### config.mk
export PLATFORM = sky130hd
export DESIGN_NAME = msx_slot_io_responder
export DESIGN_NICKNAME = d
export VERILOG_FILES = /design/src/rtl/vdp_slot_pkg.sv /design/src/rtl/msx_slot_sync.sv /design/src/rtl/msx_slot_io_responder.sv
export SDC_FILE = /design/constraint.sdc
export NUM_CORES = 1
export LEC_CHECK = 0
export CAP_MARGIN = 20
export CORE_UTILIZATION = 40
export CTS_BUF_LIST = sky130_fd_sc_hd__clkbuf_4
export DETAILED_ROUTE_END_ITERATION = 16
export PLACE_DENSITY_LB_ADDON = 0.05
export REMOVE_ABC_BUFFERS = 1
export SETUP_SLACK_MARGIN = 0.05
export SLEW_MARGIN = 10
export SYNTH_ARGS = -nofsm -noshare
export SYNTH_HDL_FRONTEND = slang
export SYNTH_SLANG_ARGS = --single-unit
### constraint.sdc
create_clock -name clk -period 1.6 [get_ports clk]
set_input_delay 0.16 -clock clk [delete_from_list [all_inputs] [get_ports clk]]
set_output_delay 0.16 -clock clk [all_outputs]
set_load 0.05 [all_outputs]
### src/rtl/vdp_slot_pkg.sv
`default_nettype none
// ============================================================================
// Module      : vdp_slot_pkg
// Description : Shared types and constants for the MSX slot I/O responder.
// Revision    : 1.0 - initial release
// ============================================================================
package vdp_slot_pkg;

  typedef enum logic [2:0] {
    IDLE    = 3'd0,
    WR_REQ  = 3'd1,
    RD_REQ  = 3'd2,
    RD_WAIT = 3'd3,
    RD_HOLD = 3'd4,
    DONE    = 3'd5
  } slot_state_e;

  localparam logic [7:0] DEFAULT_IO_BASE = 8'h88;

  // Port offsets inside the 4-port window.
  localparam logic [1:0] PORT_VRAM     = 2'd0;
  localparam logic [1:0] PORT_CTRL     = 2'd1;
  localparam logic [1:0] PORT_PALETTE  = 2'd2;
  localparam logic [1:0] PORT_INDIRECT = 2'd3;

  // Bit positions of the strobes inside the synchroniser vector.
  localparam int SYNC_WIDTH = 3;
  localparam int SYNC_IORQ  = 2;
  localparam int SYNC_RD    = 1;
  localparam int SYNC_WR    = 0;

  function automatic logic io_window_hit(input logic [5:0] addr_hi,
                                         input logic [5:0] base_hi);
    return addr_hi == base_hi;
  endfunction

endpackage
`default_nettype wire

### src/rtl/msx_slot_sync.sv
`default_nettype none
// ============================================================================
// Module      : msx_slot_sync
// Description : N-stage multi-bit synchroniser, flops reset to all-ones so
//               active-low strobes read as inactive out of reset.
// Revision    : 1.0 - initial release
// ============================================================================
module msx_slot_sync #(
  parameter int WIDTH  = 3,
  parameter int STAGES = 2
) (
  input  logic             clk,
  input  logic             reset,
  input  logic [WIDTH-1:0] async_in,
  output logic [WIDTH-1:0] sync_out
);

  logic [WIDTH-1:0] stage_q [STAGES];
  logic [WIDTH-1:0] stage_d [STAGES];

  always_comb begin
    stage_d[0] = async_in;
    for (int i = 1; i < STAGES; i++) begin
      stage_d[i] = stage_q[i-1];
    end
  end

  always_ff @(posedge clk or posedge reset) begin
    if (reset) begin
      for (int i = 0; i < STAGES; i++) begin
        stage_q[i] <= '1;
      end
    end else begin
      for (int i = 0; i < STAGES; i++) begin
        stage_q[i] <= stage_d[i];
      end
    end
  end

  assign sync_out = stage_q[STAGES-1];

endmodule
`default_nettype wire

### src/rtl/msx_slot_io_responder.sv
`default_nettype none
// ============================================================================
// Module      : msx_slot_io_responder
// Description : Cartridge-side target for Z80 slot I/O cycles; converts each
//               decoded access into one valid/ready bus transaction.
// Revision    : 1.0 - initial release
// ============================================================================
module msx_slot_io_responder
  import vdp_slot_pkg::*;
#(
  parameter logic [7:0] IO_BASE     = DEFAULT_IO_BASE,
  parameter int         SYNC_STAGES = 2
) (
  input  logic       clk,
  input  logic       reset,
  input  logic       slot_iorq_n,
  input  logic       slot_rd_n,
  input  logic       slot_wr_n,
  input  logic [7:0] slot_a,
  input  logic [7:0] slot_d_in,
  output logic [7:0] slot_d_out,
  output logic       slot_data_dir,
  output logic       slot_wait,
  input  logic       init_busy,
  output logic       bus_valid,
  input  logic       bus_ready,
  output logic       bus_write,
  output logic [1:0] bus_address,
  output logic [7:0] bus_wdata,
  input  logic [7:0] bus_rdata,
  input  logic       bus_rdata_en
);

  logic [SYNC_WIDTH-1:0] strobe_raw;
  logic [SYNC_WIDTH-1:0] strobe_sync;
  logic                  iorq_s;
  logic                  rd_s;
  logic                  wr_s;
  logic                  addr_hit;
  logic                  wait_hold;

  slot_state_e state_q, state_d;
  logic        abort_q, abort_d;
  logic        bus_valid_q, bus_valid_d;
  logic        bus_write_q, bus_write_d;
  logic [1:0]  bus_address_q, bus_address_d;
  logic [7:0]  bus_wdata_q, bus_wdata_d;
  logic [7:0]  slot_d_out_q, slot_d_out_d;
  logic        slot_data_dir_q, slot_data_dir_d;
  logic        slot_wait_q, slot_wait_d;

  assign strobe_raw = {slot_iorq_n, slot_rd_n, slot_wr_n};

  msx_slot_sync #(
    .WIDTH  (SYNC_WIDTH),
    .STAGES (SYNC_STAGES)
  ) u_sync (
    .clk      (clk),
    .reset    (reset),
    .async_in (strobe_raw),
    .sync_out (strobe_sync)
  );

  assign iorq_s   = strobe_sync[SYNC_IORQ];
  assign rd_s     = strobe_sync[SYNC_RD];
  assign wr_s     = strobe_sync[SYNC_WR];
  assign addr_hit = io_window_hit(slot_a[7:2], IO_BASE[7:2]);

  always_comb begin
    state_d         = state_q;
    abort_d         = abort_q;
    bus_valid_d     = bus_valid_q;
    bus_write_d     = bus_write_q;
    bus_address_d   = bus_address_q;
    bus_wdata_d     = bus_wdata_q;
    slot_d_out_d    = slot_d_out_q;
    slot_data_dir_d = slot_data_dir_q;

    case (state_q)
      IDLE: begin
        abort_d = 1'b0;
        // Address and data are sampled raw: they settled long before the
        // synchronised strobes reached this point.
        if (!iorq_s && (!wr_s || !rd_s)) begin
          if (addr_hit) begin
            bus_address_d = slot_a[1:0];
            bus_wdata_d   = slot_d_in;
            bus_valid_d   = 1'b1;
            bus_write_d   = !wr_s;
            state_d       = !wr_s ? WR_REQ : RD_REQ;
          end else begin
            state_d = DONE;
          end
        end
      end

      WR_REQ: begin
        if (bus_ready) begin
          bus_valid_d = 1'b0;
          state_d     = DONE;
        end
      end

      RD_REQ: begin
        if (iorq_s) begin
          abort_d = 1'b1;
        end
        if (bus_ready) begin
          bus_valid_d = 1'b0;
          state_d     = RD_WAIT;
        end
      end

      RD_WAIT: begin
        if (iorq_s) begin
          abort_d = 1'b1;
        end
        if (bus_rdata_en) begin
          // An abandoned read still consumes its data strobe, then drops it.
          if (abort_q || iorq_s) begin
            state_d = IDLE;
          end else begin
            slot_d_out_d    = bus_rdata;
            slot_data_dir_d = !rd_s;
            state_d         = RD_HOLD;
          end
        end
      end

      RD_HOLD: begin
        if (rd_s || iorq_s) begin
          slot_data_dir_d = 1'b0;
          state_d         = DONE;
        end else begin
          slot_data_dir_d = 1'b1;
        end
      end

      DONE: begin
        slot_data_dir_d = 1'b0;
        if (iorq_s) begin
          state_d = IDLE;
        end
      end

      default: begin
        state_d         = IDLE;
        bus_valid_d     = 1'b0;
        slot_data_dir_d = 1'b0;
      end
    endcase
  end

  // Wait covers the span from detect until the write is accepted or the read
  // data is in hand; the slot cycle ending always releases it.
  assign wait_hold   = (state_d == WR_REQ) || (state_d == RD_REQ) ||
                       (state_d == RD_WAIT);
  assign slot_wait_d = init_busy || (!iorq_s && wait_hold);

  always_ff @(posedge clk or posedge reset) begin
    if (reset) begin
      state_q         <= IDLE;
      abort_q         <= 1'b0;
      bus_valid_q     <= 1'b0;
      bus_write_q     <= 1'b0;
      bus_address_q   <= 2'd0;
      bus_wdata_q     <= 8'd0;
      slot_d_out_q    <= 8'd0;
      slot_data_dir_q <= 1'b0;
      slot_wait_q     <= 1'b1;
    end else begin
      state_q         <= state_d;
      abort_q         <= abort_d;
      bus_valid_q     <= bus_valid_d;
      bus_write_q     <= bus_write_d;
      bus_address_q   <= bus_address_d;
      bus_wdata_q     <= bus_wdata_d;
      slot_d_out_q    <= slot_d_out_d;
      slot_data_dir_q <= slot_data_dir_d;
      slot_wait_q     <= slot_wait_d;
    end
  end

  assign slot_d_out    = slot_d_out_q;
  assign slot_data_dir = slot_data_dir_q;
  assign slot_wait     = slot_wait_q;
  assign bus_valid     = bus_valid_q;
  assign bus_write     = bus_write_q;
  assign bus_address   = bus_address_q;
  assign bus_wdata     = bus_wdata_q;

endmodule
`default_nettype wire
# After elaboration in Yosys (flattened, before gate mapping)

Cells that the tools add are included.

Register bits after elaboration: 32
Input port bits: 32
Output and inout port bits: 22

Equality and inequality tests: 15
Multiplexer cells: 20
Bitwise gates (word level): 3
Reduce and logical (&&, ||, !) cells: 22

Operators by type and width:

| cell                                                                     | count |
|---|---|
| 3-bit 2-to-1 mux                                                         | 8 |
| 3-bit case mux with 6 select lines                                       | 1 |
| 3-bit by 2-bit equality test with 1-bit output (second input constant)   | 4 |
| 3-bit AND reduction                                                      | 3 |
| 2-bit inequality test (second input constant)                            | 4 |
| 1-bit 2-to-1 mux                                                         | 7 |
| 3-bit by 1-bit equality test with 1-bit output (second input constant)   | 2 |
| 3-bit equality test (second input constant)                              | 2 |
| 6-bit equality test (second input constant)                              | 1 |
| 1-bit logical OR                                                         | 6 |
| 1-bit case mux with 3 select lines                                       | 2 |
| 3-bit OR reduction                                                       | 2 |
| 2-bit by 1-bit inequality test with 1-bit output (second input constant) | 2 |
| 4-bit AND reduction                                                      | 1 |
| 2-bit OR reduction                                                       | 2 |
| 1-bit logical NOT                                                        | 3 |
| 3-bit logical NOT                                                        | 1 |
| 1-bit inverter                                                           | 3 |
| 1-bit logical AND                                                        | 2 |
| 2-bit 2-to-1 mux                                                         | 1 |
| 1-bit case mux with 2 select lines                                       | 1 |
| 2-bit AND reduction                                                      | 1 |
| 2-bit nonzero test                                                       | 1 |

# Longest topological paths before layout

Gate-level depths: netlist of run 1.

Depth in word-level cells: 10
Gate-level depth with buffers: 6

# By module

From an unflattened synthesis of run 1, not the netlist that was laid out.

Cells, all modules: 108
Area total of the unflattened synthesis: 1428.9 µm²

Modules (own cells, without submodules):

| module                | times used | cells an instance | area an instance (µm²) | seq. area each (µm²) |
|---|---|---|---|---|
| msx_slot_io_responder | 1          | 101               | 1267.5                 | 651.9 |
| msx_slot_sync         | 1          | 7                 | 161.4                  | 157.7 |

# Worst setup path before layout of run 1

Ideal clock, no wire load.

Path kind: input to register
Start point: in slot_a[2]
End point: reg bus_address_q[1], in the netlist bus_address[1]
Library setup time: 125 ps
Arrival time: 1506 ps
Required time: 1475 ps
Path slack: -31 ps
Stages on the path: 5
Path buffers: 1
Cells stage by stage: or4b_4 -> nor3b_4 -> nand3_2 -> buf_6 -> mux2_4

Cells in the longest elaborated chain, start to end: 2

RTL lines:

| what                          | line                         | source |
|---|---|---|
| start, declared               | msx_slot_io_responder.sv:19  | `input logic [7:0] slot_a,` |
| 6-bit equality test           | vdp_slot_pkg.sv:34           | `return addr_hi == base_hi;` |
| 3-bit AND reduction (no line) | -                            |  |
| end signal, assigned          | msx_slot_io_responder.sv:176 | `bus_address_q <= bus_address_d;` |
| end, declared                 | msx_slot_io_responder.sv:46  | `logic [1:0] bus_address_q, bus_address_d;` |

No other way between the ends.
A chain may end at the register's enable or synchronous reset.

# Final worst setup path of run 1

Start point: reg state_q[2]
End point: reg bus_wdata_q[7], in the netlist bus_wdata[7]

Cells in the longest elaborated chain, start to end: 2

RTL lines:

| what                          | line                         | source |
|---|---|---|
| start, declared               | msx_slot_io_responder.sv:42  | `slot_state_e state_q, state_d;` |
| start signal, assigned        | msx_slot_io_responder.sv:172 | `state_q <= state_d;` |
| 3-bit logical NOT             | msx_slot_io_responder.sv:79  | `case (state_q)` |
| 3-bit AND reduction (no line) | -                            |  |
| end signal, assigned          | msx_slot_io_responder.sv:177 | `bus_wdata_q <= bus_wdata_d;` |
| end, declared                 | msx_slot_io_responder.sv:47  | `logic [7:0] bus_wdata_q, bus_wdata_d;` |

No other way between the ends.

==> summary.md, run 1 <==
| Metric | Value |
|---|---|
| Clock root buffer | clkbuf_4 |
| Die X | 60.5 µm |
| Area Growth Syn to Fin | 50.7% |
| Min Tclk post-route | 1.53 ns |
| Leakage power | 1.01 nW |
| Max Root-Sink Buffers | 2 |
| Gr ovfl total | 0 |
| GR peak layer | met2 |
| M2 GR Usage | 28.7% |
| Avg Cell Area, Syn | 13.4 µm² |
| H-tree levels | 2 |
| Worst setup startpoint | state_q[2] |
| Clk_lat worst skew | 0.33 ns |
| Worst R2R Start | state_q[2] |
| I/O pin cnt | 54 |
| Clock Skew | 0.00886 ns |
| Fmax | 653 MHz |
| Fin Setup TNS | 0 ns |
| Die Ht | 60.5 µm |
| Post-place setup slack | -0.464 ns |
| Final hold vios | 0 |
| Peak supply drop | 0.674 mV |
| Via Count | 1,068 |
| Initial Util | 43.4% |
| Final worst path period share | 95.7% |
| Flops & latches, synth | 32 |
| Hold Path Class | input pin to async pin |
| CP endpoint kind | flop |
| Post-Syn Instances | 102 |
| Worst Slack Setup Final | 0.0687 ns |
| CP required | 1.81 ns |
| GP Congestion | 0.757 |
| Yosys warns | 0 |
| Final setup viols | 0 |
| CP Launch Type | flop |
| Core ar. | 0.00315 mm² |
| Met1 GRT Util | 19.8% |
| Final #Nets | 205 |
| Wire per inst | 12.9 µm |
| Cell Area, Synth | 0.00137 mm² |
| Fillers | 255 |
| Largest net degree at the start of global routing | 33 |
| Detailed placement HPWL | 2050 µm |
| CP max FO | 6 |
| Row count | 20 |
| Tot GR Track Use | 17.6% |
| Final WL | 2810 µm |
| Residual DRC | 0 |
| Result of the run | completed |
| DP Area | 0.00197 mm² |
| Clock-pin slew of the registers on the worst-case setup and hold paths | 0.09 ns |
| PD cells | 977 mW/mm² |
| DRT antenna net count | 0 |
| DR iter-0 viols | 44 |
| Fraction of layout cells with a size suffix above 1 | 43.7% |
| Cts bufs inserted | 5 |
| RSZ-0062 raised after global routing | true |
| Pre-antenna DRT Iters | 4 |
| Min Hold Slack | 0.208 ns |
| Vias per std cell | 4.90 |
| CTS tree | yes |
| Relative slew slack | 74.7% |
| Finished Cell Area | 0.00206 mm² |
| IO Port Bufs | 53 |
| Worst endpoint data arrival time | 1.75 ns |
| Ant. Diodes | 0 |
| Number of enable flip-flop cells after synthesis | 0 |
| Post-synth top flop | dfrtp_1 |
| Met3 global-route usage | 8.74% |
| Initial antenna violation count | 0 |
| Sequential fraction of the synthesis area | 59.2% |
| Max cap viols | 0 |
| First-pass GRT wire length | 4550 µm |
| Slew @ Worst Pin | 0.379 ns |
| DIE AREA | 0.00366 mm² |
| Crit Path Class | flop to flop |
| Final Max Slew Viols | 0 |
| Async S/R FF share, synth | 100% |
| Vias in the first global route | 1,045 |
| Yosys cell types | 30 |
| Clock sinks | 32 |
==> power by group <==
| group | leakage (nW) | total [W] | internal [W] | switching [W] |
|---|---|---|---|---|
| combinational | 0.562 | 0.000639 | 0.000296 | 0.000343 |
| sequential | 0.411 | 0.000922 | 0.000880 | 0.0000420 |
| clock | 0.0338 | 0.000454 | 0.000203 | 0.000251 |
==> logic make-up after synthesis <==
kind of cell	share of synthesized area (%)
compound gates	9.15
buf+inv	2.75
flops	59.2
mux	17.0
simple gates	11.9
==> synthesized netlist by cell type, drive strengths merged (2+ instances only) <==
library cell / instances / area share [%]
a21oi: 3 / 1.1
clkbuf: 2 / 0.55
dfrtp: 25 / 46
dfstp: 7 / 13
inv: 5 / 1.4
mux2: 18 / 17
nand2: 7 / 1.9
nand3: 3 / 1.5
nor2: 4 / 1.1
nor2b: 6 / 2.7
o21ai: 5 / 1.8
==> per-layer routing <==
layer	vias up	share of wire, %
li1	503	-
met1	505	40
met2	51	49
met3	9	8.4
met4	0	2.4
met5	-	0
==> path summary, 6_finish.rpt <==
path / slack (ns) / endpoint / depth (start not counted)
hold / removal: 0.21 / state_q[2] / 3
setup / recovery: 0.07 / bus_wdata[7] / 5
setup reg to reg: 0.07 / bus_wdata[7] / 5
min in group clk: 0.23 / u_sync.stage_d[1] / 1
hold reg to reg: 0.36 / u_sync.sync_out[0] / 0
max in group asynchronous: 1.08 / u_sync.sync_out[0] / 3
==> sequential cells by signal (all words and copies together) (netlist names), 2 cells and up <==
register / cells
bus_address: 2
u_sync.stage_d: 3
bus_wdata: 8
u_sync.sync_out: 3
state_q: 3
slot_d_out: 8
==> cells in the final DEF, fill, tap and decap left out, types with 2 or more instances in the layout <==
cell type / synthesis / final
o21ai_0: 5 / 4
mux2_4: 8 / 8
clkdlybuf4s50_1: 0 / 27
dfstp_2: 7 / 7
inv_1: 5 / 5
mux2_2: 10 / 10
clkbuf_4: 0 / 7
dfrtp_1: 25 / 25
a21oi_1: 3 / 3
buf_4: 0 / 34
nand2_1: 7 / 7
clkdlybuf4s15_1: 0 / 2
dlygate4sd2_1: 0 / 2
buf_6: 1 / 2
nor2b_1: 6 / 5
nand3_1: 2 / 2
nor2_1: 4 / 4
==> stage by stage <==
stage          cells  utilization [%]  total power [W]
2_1_floorplan     99                -          0.00129
3_3_place_gp     207             62.6          0.00152
3_5_place_dp     207             62.6          0.00154
4_1_cts          219             66.4          0.00201
5_1_grt          218             65.4          0.00213
6_report         218             65.4          0.00201
==> critical path: stages (launching register included) <==
cell and delay (ns):
dfrtp_1 0.41, nor4_2 0.28, buf_4 0.19, nand3_4 0.08, buf_6 0.16, mux2_4 0.29
==> cell type report <==
type                            count  area [µm²]  share of cell area (%)
Sequential cell                    32         810                    39.3
Timing Repair Buffer               67         586                    28.4
Multi-Input combinational cell     62         536                    26.0
Tap cell                           44        55.1                    2.67
Clock buffer                        7        52.6                    2.55
Inverter                            5        18.8                   0.911
Clock inverter                      1        3.75                   0.182
==> repair_timing <==
item                                    in CTS  in global routing
hold buffers                                 0                  0
setup buffers                                3                  1
endpoints found under the setup margin      11                 19
cloned                                       1                  0
gates resized for setup                     10                  3
pin swaps                                    4                  1
Note: power is estimated with default switching activity, not from simulation.
==> run 2: changes to the inputs <==
--- a/config.mk
+++ b/config.mk
@@ -6,8 +6,8 @@
 export NUM_CORES = 1
 export LEC_CHECK = 0
 export CAP_MARGIN = 20
-export CORE_UTILIZATION = 40
-export CTS_BUF_LIST = sky130_fd_sc_hd__clkbuf_4
+export CORE_UTILIZATION = 38
+export CTS_BUF_LIST = sky130_fd_sc_hd__clkbuf_8 sky130_fd_sc_hd__clkbuf_16
 export DETAILED_ROUTE_END_ITERATION = 16
 export PLACE_DENSITY_LB_ADDON = 0.05
 export REMOVE_ABC_BUFFERS = 1
==> run 2 against run 1 <==
Largest power group unchanged. Clock power increased by 37%. Total power increased by 7.8%. Largest cell class unchanged. Non-clock buffer count decreased by 2. First-iteration DRC count increased by 34%. Via count decreased by 2.8%.
==> summary.md, run 2 (same netlist as run 1, synthesis figures left out) <==
| Metric | Value |
|---|---|
| Worst-case reg-to-reg path depth | 4 (was 5) |
| DR iter-0 viols | 59 (was 44) |
| GR peak layer | met2 (unchanged) |
| Capture point of the worst reg-to-reg path | bus_wdata[2] (was bus_wdata[7]) |
| Final worst path period share | 95.3% (was 95.7%) |
| Clock root buffer | clkbuf_8 (was clkbuf_4) |
| Most common cell after layout, fill and taps aside | buf_4 (unchanged) |
| PD cells | 1040 mW/mm² (was 977 mW/mm²) |
| Fin Setup TNS | 0 ns (unchanged) |
| Via Count | 1,038 (was 1,068) |
| Core ar. | 0.00339 mm² (was 0.00315 mm²) |
| Slowest cell delay on critical path | 0.55 ns (was 0.41 ns) |
| R2r setup slk | 0.09 ns (was 0.07 ns) |
| H-tree levels | 2 (unchanged) |
| Hold Path Class | input pin to async pin (unchanged) |
| Gr ovfl total | 0 (unchanged) |
| CP required | 1.77 ns (was 1.81 ns) |
| CP endpoint kind | flop (unchanged) |
| CTS tree | yes (unchanged) |
| Tot GR Track Use | 15.3% (was 17.6%) |
| Cell Chain, Critical Path | clkdlybuf4s15_1 > or4b_4 > nor3b_4 > nand3_2 > buf_6 > mux2_4 (was nor4_2 > buf_4 > nand3_4 > buf_6 > mux2_4) |
| CP Launch Type | input pin (was flop) |
| DRT antenna net count | 0 (unchanged) |
| Worst R2R Start | state_q[1] (was state_q[2]) |
| Pre-antenna DRT Iters | 4 (unchanged) |
| Post-place setup slack | -0.498 ns (was -0.464 ns) |
| Detailed placement HPWL | 1930 µm (was 2050 µm) |
| Peak supply drop | 0.664 mV (was 0.674 mV) |
| First-pass GRT wire length | 4040 µm (was 4550 µm) |
| Most frequent cells in the layout | 30 x buf_4, 27 x clkdlybuf4s50_1, 25 x dfrtp_1 (was 34 x buf_4, 27 x clkdlybuf4s50_1, 25 x dfrtp_1) |
| Max cap viols | 0 (unchanged) |
| Max Root-Sink Buffers | 2 (unchanged) |
| Relative slew slack | 74.7% (about the same) |
| Cts bufs inserted | 5 (unchanged) |
| Met1 GRT Util | 18.8% (was 19.8%) |
| Row count | 21 (was 20) |
| Initial Util | 40.3% (was 43.4%) |
| Final setup viols | 0 (unchanged) |
| Die Ht | 62.0 µm (was 60.5 µm) |
| Vias in the first global route | 913 (was 1,045) |
| Clock-pin slew of the registers on the worst-case setup and hold paths | 0.06 ns (was 0.09 ns) |
| Worst Slack Setup Final | 0.0758 ns (was 0.0687 ns) |
| Crit Path Class | input pin to flop (was flop to flop) |
| Ant. Diodes | 0 (unchanged) |
| Worst setup path end | bus_wdata[2] (was bus_wdata[7]) |
| Fmax | 656 MHz (was 653 MHz) |
| IO Port Bufs | 53 (unchanged) |
| Final hold vios | 0 (unchanged) |
| Clock Skew | 0.00985 ns (was 0.00886 ns) |
| CP max FO | 8 (was 6) |
| Wire per inst | 12.1 µm (was 12.9 µm) |
| Fraction of layout cells with a size suffix above 1 | 43.0% (was 43.7%) |
| Met3 global-route usage | 6.83% (was 8.74%) |
| Worst setup startpoint | slot_a[5] (was state_q[2]) |
| Worst endpoint data arrival time | 1.69 ns (was 1.75 ns) |
| Clock sinks | 32 (unchanged) |
| Residual DRC | 0 (unchanged) |
| Vias per std cell | 4.76 (was 4.90) |
| GP Congestion | 0.790 (was 0.757) |
| DIE AREA | 0.00384 mm² (was 0.00366 mm²) |
| Result of the run | completed (unchanged) |
| Initial antenna violation count | 0 (unchanged) |
| Clk_lat worst skew | 0.28 ns (was 0.33 ns) |
| Slew @ Worst Pin | 0.379 ns (about the same) |
| M2 GR Usage | 23.3% (was 28.7%) |
| RSZ-0062 raised after global routing | true (unchanged) |
| CP max stage cell | or4b_4 (was dfrtp_1) |
| Area Growth Syn to Fin | 53.2% (was 50.7%) |
| Final WL | 2640 µm (was 2810 µm) |
| I/O pin cnt | 54 (unchanged) |
| Min Tclk post-route | 1.52 ns (was 1.53 ns) |
| Leakage power | 1.02 nW (was 1.01 nW) |
| Largest net degree at the start of global routing | 33 (unchanged) |
| Final Max Slew Viols | 0 (unchanged) |
| Final #Nets | 203 (was 205) |
| Die X | 62.0 µm (was 60.5 µm) |
[run 2: cell count changes in the layout (fill, tap and decap cells not counted), moves of 2 or more]
cell and delta:
buf_4 -4, clkbuf_8 +6, clkbuf_4 -7, buf_6 +2
[run 2: where the power goes]
| group | internal [W] | switching, W |
|---|---|---|
| clock network | 0.000342 | 0.000281 |
| logic | 0.000290 | 0.000330 |
| registers | 0.000882 | 0.0000469 |
| total | 0.00151 | 0.000657 |
[run 2: worst min-delay path by stage]
stage                 startpoint            endpoint  depth (start not counted)
6_report                   reset        bus_wdata[3]                          3
5_1_grt              slot_iorq_n   u_sync.stage_d[2]                          1
4_1_cts                    reset        bus_wdata[0]                          3
3_5_place_dp   u_sync.stage_d[1]  u_sync.sync_out[1]                          0
3_3_place_gp   u_sync.stage_d[1]  u_sync.sync_out[1]                          0
2_1_floorplan          slot_wr_n   u_sync.stage_d[0]                          0
[run 2: per-stage QoR]
| step | utilization [%] | total power, W | cells | hold slack (ns) | area [µm²] |
|---|---|---|---|---|---|
| after floorplan | - | 0.00129 | 99 | 0.164 | 1350 |
| after global placement | 58.0 | 0.00151 | 209 | 0.346 | 1960 |
| after detailed placement | 58.0 | 0.00153 | 209 | 0.347 | 1960 |
| after CTS | 61.2 | 0.00218 | 217 | 0.269 | 2070 |
| after global routing | 61.8 | 0.00229 | 218 | 0.277 | 2100 |
| final | 61.8 | 0.00217 | 218 | 0.264 | 2100 |
[run 2: critical path, delay by kind of cell]
family,cells,cell delay [ns]
mux,1,0.30
simple gates,3,0.90
buf+inv,2,0.33
[run 2: layer usage]
metal / routed length, µm / up-vias / share of wire, %
li1: - / 494 / -
met1: 1100 / 497 / 42
met2: 1300 / 40 / 49
met3: 184 / 7 / 7.0
met4: 53 / 0 / 2.0
met5: 0 / - / 0
[run 2: what timing repair did]
action | 4_1_cts | 5_1_grt
hold buffers | 0 | 0
gates resized for setup | 10 | 4
setup buffers | 0 | 1
setup endpoints to repair | 12 | 13
pin swaps | 3 | 3
[run 2: cell type report]
type / instances / area (µm²)
Tap cell: 46 / 57.6
Multi-Input combinational cell: 62 / 537
Fill cell: 275 / 1290
Timing Repair Buffer: 65 / 579
Sequential cell: 32 / 810
Clock inverter: 2 / 11.3
Inverter: 5 / 18.8
Clock buffer: 6 / 82.6
